**config.mk**
```make
export PLATFORM = sky130hd
export DESIGN_NAME = mem0_stage
export DESIGN_NICKNAME = d
export VERILOG_FILES = /design/src/rtl/mem0_stage.sv
export SDC_FILE = /design/constraint.sdc
export NUM_CORES = 1
export LEC_CHECK = 0
export ABC_CLOCK_PERIOD_IN_PS = 1900
export BUFFER_PORTS_ARGS = -buffer_cell sky130_fd_sc_hd__buf_2
export CORE_MARGIN = 1.5
export CORE_UTILIZATION = 40
export DETAILED_ROUTE_END_ITERATION = 16
export GPL_TIMING_DRIVEN = 0
export HOLD_SLACK_MARGIN = 0.08
export PLACE_DENSITY = 0.74
export SYNTH_ARGS = -nofsm -noshare
export SYNTH_HDL_FRONTEND = slang
export SYNTH_SLANG_ARGS = --single-unit
```
**constraint.sdc**
```tcl
create_clock -name clk_i -period 1.9 [get_ports clk_i]
set_input_delay 0.19 -clock clk_i [delete_from_list [all_inputs] [get_ports clk_i]]
set_output_delay 0.19 -clock clk_i [all_outputs]
set_load 0.1 [all_outputs]
```
**src/rtl/mem0_stage.sv**
```systemverilog
// rtl/mem0_stage.sv - first memory stage: pipeline register, load/store decode, data-SRAM request
//
// Ports:
//   clk_i, rst_i                  clock, synchronous active-high reset
//   ex2mem0_bus_i[107:0]          {mem_ctl[5:0], st_data, exe_result, rd_addr, rd_we, pc} from ex
//   ctl_ex_over_i                 ex has a finished instruction to hand over
//   ctl_mem0_allowin_o            mem0 accepts a new instruction this cycle
//   ctl_mem1_allowin_i            mem1 accepts
//   ctl_mem0_over_o               mem0 instruction complete
//   mem02mem1_bus_o[76:0]         {ale, is_load, ld_unsigned, size, addr_lo, exe_result, rd_addr, rd_we, pc}
//   data_req_o/wr/wstrb/addr/wdata  data-SRAM address channel, held until data_addr_ok_i
//   data_addr_ok_i                request accepted on this edge
//   ctl_mem0_dest_o               destination register for hazard detection, 0 when none
//   ctl_mem0_is_load_o            valid aligned load (load-use stall)
//   forward_mem0_data_o           exe_result for forwarding
module mem0_stage (
   input  logic         clk_i,
   input  logic         rst_i,
   input  logic [107:0] ex2mem0_bus_i,
   input  logic         ctl_ex_over_i,
   output logic         ctl_mem0_allowin_o,
   input  logic         ctl_mem1_allowin_i,
   output logic         ctl_mem0_over_o,
   output logic [76:0]  mem02mem1_bus_o,
   output logic         data_req_o,
   output logic         data_wr_o,
   output logic [3:0]   data_wstrb_o,
   output logic [31:0]  data_addr_o,
   output logic [31:0]  data_wdata_o,
   input  logic         data_addr_ok_i,
   output logic [4:0]   ctl_mem0_dest_o,
   output logic         ctl_mem0_is_load_o,
   output logic [31:0]  forward_mem0_data_o
);

   typedef enum logic [1:0] {
      S_IDLE = 2'd0,   // empty, non-memory op, or misaligned op
      S_REQ  = 2'd1,   // request outstanding on the address channel
      S_SENT = 2'd2    // request accepted, waiting for handoff to mem1
   } state_t;

   state_t        r_state;
   state_t        w_state_nxt;
   logic          r_valid;
   logic [107:0]  r_bus;

   logic          w_load;
   logic          w_store;
   logic          w_unsigned;
   logic [1:0]    w_size;
   logic [1:0]    w_size_norm;
   logic [31:0]   w_st_data;
   logic [31:0]   w_exe_result;
   logic [4:0]    w_rd_addr;
   logic          w_rd_we;
   logic [31:0]   w_pc;
   logic [1:0]    w_addr_lo;
   logic          w_ale;
   logic          w_rd_we_fwd;
   logic          w_req;
   logic          w_over;
   logic          w_allowin;
   logic          w_unused_ctl0;

   // Size 11 is treated as a word access.
   function automatic logic f_misaligned(input logic [1:0] size, input logic [1:0] lo);
      case (size)
         2'b00:   f_misaligned = 1'b0;
         2'b01:   f_misaligned = lo[0];
         default: f_misaligned = (lo != 2'b00);
      endcase
   endfunction

   // Decode of the held instruction. Load wins when load and store are both set.
   assign w_load        = r_bus[107];
   assign w_store       = r_bus[106] & ~r_bus[107];
   assign w_unsigned    = r_bus[105];
   assign w_size        = r_bus[104:103];
   assign w_size_norm   = w_size[1] ? 2'b10 : w_size;
   assign w_unused_ctl0 = r_bus[102];
   assign w_st_data     = r_bus[101:70];
   assign w_exe_result  = r_bus[69:38];
   assign w_rd_addr     = r_bus[37:33];
   assign w_rd_we       = r_bus[32];
   assign w_pc          = r_bus[31:0];
   assign w_addr_lo     = w_exe_result[1:0];

   assign w_ale       = (w_load | w_store) & f_misaligned(w_size, w_addr_lo);
   // A misaligned load must not write back.
   assign w_rd_we_fwd = w_rd_we & ~(w_load & w_ale);

   always_comb begin
      w_req       = 1'b0;
      w_over      = 1'b0;
      w_allowin   = 1'b0;
      w_state_nxt = r_state;

      w_req     = (r_state == S_REQ);
      // Anything not waiting on a request is complete; a request completes on its accept edge.
      w_over    = r_valid & (~w_req | data_addr_ok_i);
      w_allowin = ~r_valid | (w_over & ctl_mem1_allowin_i);

      if (w_allowin) begin
         // Next state is decided from the incoming instruction so its request appears in the
         // first cycle it is held.
         if (ctl_ex_over_i & (ex2mem0_bus_i[107] | ex2mem0_bus_i[106])
             & ~f_misaligned(ex2mem0_bus_i[104:103], ex2mem0_bus_i[39:38]))
            w_state_nxt = S_REQ;
         else
            w_state_nxt = S_IDLE;
      end else if (w_req & data_addr_ok_i) begin
         w_state_nxt = S_SENT;
      end
   end

   always_ff @(posedge clk_i) begin
      if (rst_i)
         r_state <= S_IDLE;
      else
         r_state <= w_state_nxt;
   end

   always_ff @(posedge clk_i) begin
      if (rst_i) begin
         r_valid <= 1'b0;
         r_bus   <= '0;
      end else if (w_allowin) begin
         r_valid <= ctl_ex_over_i;
         if (ctl_ex_over_i)
            r_bus <= ex2mem0_bus_i;
      end
   end

   always_comb begin
      data_wstrb_o = 4'b0000;
      data_wdata_o = 32'h0;
      if (w_store) begin
         case (w_size)
            2'b00: begin
               data_wstrb_o = 4'b0001 << w_addr_lo;
               data_wdata_o = {4{w_st_data[7:0]}};
            end
            2'b01: begin
               data_wstrb_o = w_addr_lo[1] ? 4'b1100 : 4'b0011;
               data_wdata_o = {2{w_st_data[15:0]}};
            end
            default: begin
               data_wstrb_o = 4'b1111;
               data_wdata_o = w_st_data;
            end
         endcase
      end
   end

   assign data_req_o          = w_req;
   assign data_wr_o           = w_store;
   assign data_addr_o         = w_exe_result;
   assign ctl_mem0_over_o     = w_over;
   assign ctl_mem0_allowin_o  = w_allowin;
   assign ctl_mem0_dest_o     = (r_valid & w_rd_we_fwd) ? w_rd_addr : 5'd0;
   assign ctl_mem0_is_load_o  = r_valid & w_load & ~w_ale;
   assign forward_mem0_data_o = w_exe_result;
   assign mem02mem1_bus_o     = {w_ale, w_load, w_unsigned, w_size_norm, w_addr_lo,
                                 w_exe_result, w_rd_addr, w_rd_we_fwd, w_pc};

endmodule
```
Word level (Yosys, flattened, before mapping). Index checks and enable logic that the tools add are counted. W data, S select, Z words.

Flip-flop bits (word level): 111. Input port bits: 113. Output and inout port bits: 187. Logic and storage cells: 48.

Equal/unequal tests: 3. Shift operators: 1. Muxes and demuxes: 13. Bitwise logic cells: 22. Reductions and logical operators: 6.

Operators with widths (number): $pmux W32 S2 (1); $mux W32 (1); $and A1 B1 Y1 (12); $mux W4 (2); $pmux W4 S2 (1); $eq A2 B1 Y1 const B (3); $mux W2 (3); $not A1 Y1 (6); $reduce_bool A2 Y1 (3); $mux W5 (1); $logic_not A2 Y1 (2); $or A1 B1 Y1 (4); $pmux W1 S2 (2); $shl A1 B2 Y4 const A (1); $mux W1 (2); $reduce_and A2 Y1 (1).

Longest topological paths before layout.
Depth after elaboration: 11. Depth in mapped cells: 7. Mapped depth without buffers: 4.

Least setup slack after synthesis. OpenSTA, ideal clock, no wires.

Kind: reg-to-reg. From: reg r_state[0]. To: reg r_valid. Library setup time: 0.230 ns. Arrival: 2.854 ns. Data required time: 1.670 ns. Slack: -1.184 ns. Cell stages (with the launch flop): 4. Buffers on the path: 0. Clock period less this slack: 3.084 ns. Cell sequence: dfxtp_1 > nor3b_1 > o21ai_0 > a21oi_1.

Cells in the longest elaborated chain, start to end: 6.

RTL lines: start, declared (RTL line 42) `state_t r_state;`; start signal, assigned (RTL line 120) `r_state <= w_state_nxt;`; $eq A2 B1 Y1 (RTL line 98) `w_req = (r_state == S_REQ);`; $not A1 Y1 (RTL line 100) `w_over = r_valid & (~w_req | data_addr_ok_i);`; $or A1 B1 Y1 (RTL line 100); $and A1 B1 Y1 (RTL line 100); $and A1 B1 Y1 (RTL line 101) `w_allowin = ~r_valid | (w_over & ctl_mem1_allowin_i);`; $or A1 B1 Y1 (RTL line 101); net ctl_mem0_allowin_o (RTL line 21) `output logic ctl_mem0_allowin_o,`; end signal, assigned (RTL line 128) `r_valid <= ctl_ex_over_i;`; end, declared (RTL line 44) `logic r_valid;`.

The timed path passes the listed nets, and every way through them passes these cells. A chain may end at the register's enable or synchronous reset.

Final worst setup path.
From: reg r_bus[38]. To: out ctl_mem0_dest_o[2].

Cells in the longest elaborated chain, start to end: 8.

RTL lines: start, declared (RTL line 45) `logic [107:0] r_bus;`; start signal, assigned (RTL line 130) `r_bus <= ex2mem0_bus_i;`; $reduce_bool A2 Y1 (RTL line 70) `default: f_misaligned = (lo != 2'b00);`; $pmux W1 S2 * (RTL line 67) `case (size)`; $and A1 B1 Y1 * (RTL line 88) `assign w_ale = (w_load | w_store) & f_misaligned(w_size, w_addr_lo);`; $and A1 B1 Y1 * (RTL line 90) `assign w_rd_we_fwd = w_rd_we & ~(w_load & w_ale);`; $not A1 Y1 * (RTL line 90); $and A1 B1 Y1 * (RTL line 90); net w_rd_we_fwd (RTL line 59) `logic w_rd_we_fwd;`; $and A1 B1 Y1 * (RTL line 160) `assign ctl_mem0_dest_o = (r_valid & w_rd_we_fwd) ? w_rd_addr : 5'd0;`; $mux W5 * (RTL line 160); end, declared (RTL line 31) `output logic [4:0] ctl_mem0_dest_o,`.

The timed path passes the listed nets; every way through them passes the cells marked *.

==> flow_metrics.env <==
export IMPL_stdcell_area_um2=9220
export IMPL_clk_pin_slew_ns=0.08
export IMPL_syn_num_nets=904
export IMPL_seqPwrFrac_pct=35.0
export IMPL_avgRoutedWirePerCell_um=16.8
export IMPL_path_cells="a21oi_4 > o31a_1 > and3_1 > buf_12"
export IMPL_setup_viol=0
export IMPL_comb_power_share_pct=36.2
export IMPL_hold_class="in -> reg"
export IMPL_die_w_um=131
export IMPL_place_congestion=0.899
export IMPL_cts_tree="done"
export IMPL_drtAntennaViolNets=0
export IMPL_final_hold_viol_count=0
export IMPL_hold_path_end="r_bus[73]$_SDFFE_PP0P_"
export IMPL_num_vias=6927
export IMPL_first_global_vias=6316
export IMPL_grt_start_max_net_pins=18
export IMPL_syn2layout_area_growth_pct=40.0
export IMPL_htreeDepth=3
export IMPL_synth_area_leaders="dfxtp_1 33%, buf_4 17%, nand4_1 10%"
export IMPL_regToRegSetupSlack_ns=0.23
export IMPL_hp_start="ex2mem0_bus_i[73]"
export IMPL_synth_area_leader_cell="dfxtp_1"
export IMPL_core_area_um2=16000
export IMPL_initial_core_util_pct=41.2
export IMPL_place_area_um2=8490
export IMPL_grtUsageTotal_pct=24.8
export IMPL_n_antenna_cell=0
export IMPL_clock_sinks=110
export IMPL_crit_type="reg -> out"
export IMPL_yosysSeqAreaShare_pct=33.4
export IMPL_critPathArrivalTime_ns=1.66
export IMPL_period_minus_slack_ns=1.85
export IMPL_cp_slowest_cell="dfxtp_4"
export IMPL_numCtsBuffers=9
export IMPL_finalWirelength_mm=22.3
export IMPL_antenna_found_initial=0
export IMPL_fin_util_pct=57.6
export IMPL_clockRootBuffer="clkbuf_16"
export IMPL_pwr_share_clk_pct=28.8
export IMPL_peakVddDrop_v=0.000382
export IMPL_relSlewSlack_pct=49.5
export IMPL_p_int_w=0.00433
export IMPL_drive_gt1_share_pct=52.8
export IMPL_fillCellCount=1449
export IMPL_numPortBuffers=296
export IMPL_skew_ns=0.00770
export IMPL_syn_avg_cell_area_um2=8.32
export IMPL_cts_buffer_depth=2
export IMPL_p_sw_share_pct=41.2
export IMPL_post_route_period_util_pct=97.4
export IMPL_drt_initial_drc_count=363
export IMPL_power_leakage_nw=4.38
export IMPL_fin_nets=1214
export IMPL_die_y_um=131
export IMPL_cp_required_ns=1.71
export IMPL_end_kind="output pin"
export IMPL_reg2reg_from="r_state[1]$_SDFFE_PP0P_"
export IMPL_r2r_cells=6
export IMPL_syn_area_um2=6590
export IMPL_cp_max_fo=9
export IMPL_pwr_density_cell_nw_per_um2=797
export IMPL_synth_cells=791
export IMPL_drv_slew=0
export IMPL_switching_power_w=0.00303
export IMPL_regArea_um2=2220
export IMPL_status="finished, final reports clean"
export IMPL_grt_pass1_wl_mm=34.5
export IMPL_insertion_delay_ns=0.35
export IMPL_slowest_delay_ns=0.43
export IMPL_drv_cap=0
export IMPL_placedCellCount=1303
export IMPL_yosysUniqueCellTypes=32
export IMPL_hold_ws_ns=0.0901
export IMPL_ys_ff_latch=110
export IMPL_finalNonFillerCells=1322
export IMPL_hold_depth=3
export IMPL_yosys_warnings=0
export IMPL_vias_per_cell=5.24
export IMPL_dr_pass1_iters=5
export IMPL_rows=46
export IMPL_finalPower_w=0.00735
export IMPL_worst_slew_pin_transition_ns=0.757
export IMPL_dieArea_um2=17200
export IMPL_worstSetupStartpointType="register"
export IMPL_yosysTopAreaCellShare_pct=33.4
export IMPL_pin_count=300
export IMPL_r2r_end="r_bus[53]$_SDFFE_PP0P_"
export IMPL_grt_ovfl_total=0
export IMPL_clock_fmax_ghz=0.540
export IMPL_dp_hpwl_mm=16.7
export IMPL_multi_input_area_um2=3050
export IMPL_drcViolationCount=0
[flip-flops by register name, summed over array words and instances (netlist names)]
signal,flops
r_valid,1
r_bus,107
r_state,2
[per-layer routing]
layer  share of wire (%)  track usage (%)
met1                  40             29.3
met2                  50             44.3
met3                 8.2             5.83
met4                 1.8             7.65
met5                   0                0
[kinds of logic (layout without fill, tap and decap cells)]
kind of cell,count (synthesis),in the layout,synth area share [%]
AO/OA/AOI/OAI,245,245,25.2
buffers and inverters,239,554,23.1
flip-flops,110,110,33.4
multiplexers,17,17,2.74
AND/OR/NAND/NOR,180,180,15.5
[cells in the mapped netlist]
cell       instances
o31a_1             1
buf_2             32
nand4b_1           1
or2_2              1
mux2i_1            9
nor3_1             2
o211ai_1           1
nor2_1            12
mux2_2             8
inv_1              4
o21ai_0            4
clkbuf_1          46
nand2_1           34
nand2b_1           2
o31ai_1           78
dfxtp_1          110
and4bb_1           1
nand4bb_1          1
buf_6              5
nor3b_1            1
and3_1             5
o211a_1            1
buf_1              4
o31ai_2           30
clkinv_1           1
and2_1             8
nand3_1            1
nand4_1          107
buf_4            146
nor2b_1            4
inv_2              1
a21oi_1          130
[through the flow]
stage / setup WS [ns] / setup TNS, ns
finish: 0.0497 / 0
global route: -0.0200 / -0.0741
CTS: 0.00471 / 0
detailed placement: -0.332 / -6.04
global placement: -0.295 / -5.48
floorplan: -0.502 / -5.97
[worst max-delay path by stage]
stage | start | endpoint | slack, ns | depth (start not counted)
2_1_floorplan | r_bus[107]$_SDFFE_PP0P_ | data_wdata_o[16] | -0.50 | 5
3_3_place_gp | r_bus[107]$_SDFFE_PP0P_ | data_wstrb_o[1] | -0.30 | 6
3_5_place_dp | r_bus[107]$_SDFFE_PP0P_ | data_wdata_o[20] | -0.33 | 6
4_1_cts | r_bus[39]$_SDFFE_PP0P_ | ctl_mem0_dest_o[1] | 0.005 | 4
5_1_grt | r_bus[103]$_SDFFE_PP0P_ | ctl_mem0_dest_o[2] | -0.02 | 4
6_report | r_bus[38]$_SDFFE_PP0P_ | ctl_mem0_dest_o[2] | 0.05 | 4
[power groups by stage]
stage               logic [W]  clock network, W  registers, W
floorplan             0.00218                 0       0.00258
global placement      0.00260                 0       0.00262
detailed placement    0.00261                 0       0.00262
CTS                   0.00265           0.00216       0.00257
global route          0.00277           0.00223       0.00259
finish                0.00266           0.00212       0.00257
[cell usage in the layout (no fill, tap or decap), types with 2 or more instances in the layout]
master	count
a21oi_1	111
a21oi_2	8
a21oi_4	11
and2_2	8
and3_1	4
buf_1	2
buf_12	4
buf_2	282
buf_4	164
buf_6	30
buf_8	4
bufinv_16	2
clkbuf_1	40
clkbuf_16	9
clkbuf_2	2
clkbuf_8	2
dfxtp_1	105
dfxtp_2	2
dfxtp_4	3
dlygate4sd3_1	3
inv_1	4
mux2_2	8
mux2i_1	9
nand2_1	33
nand2b_1	2
nand4_1	107
nor2_1	10
nor2_2	2
nor2b_2	3
nor3_1	2
o21ai_0	3
o31ai_1	78
o31ai_2	30
[timing repair]
| action | 4_1_cts | 5_1_grt |
|---|---|---|
| hold buffers | 3 | 0 |
| pin swaps | 1 | 0 |
| endpoints found under the hold margin | 3 | 0 |
| buffers inserted | 0 | 2 |
| setup endpoints to repair | 45 | 34 |
| resized for setup | 95 | 23 |
[critical path: cells and delay by family (launching register included)]
kind | cells | cell delay [ns]
AOI/OAI and AO/OA | 2 | 0.45
buffers and inverters | 1 | 0.17
DFF | 1 | 0.43
and+or+nand+nor | 1 | 0.26
[cell type report]
cell class | instances | area share [%]
buffer | 231 | 16.6
tap | 216 | 2.93
inverter | 6 | 0.244
timing repair buffer | 301 | 19.5
clock inverter | 5 | 0.882
sequential | 110 | 24.0
clock buffer | 11 | 2.74
multi-input combinational | 442 | 33.1
Note: power is estimated with default switching activity, not from simulation.
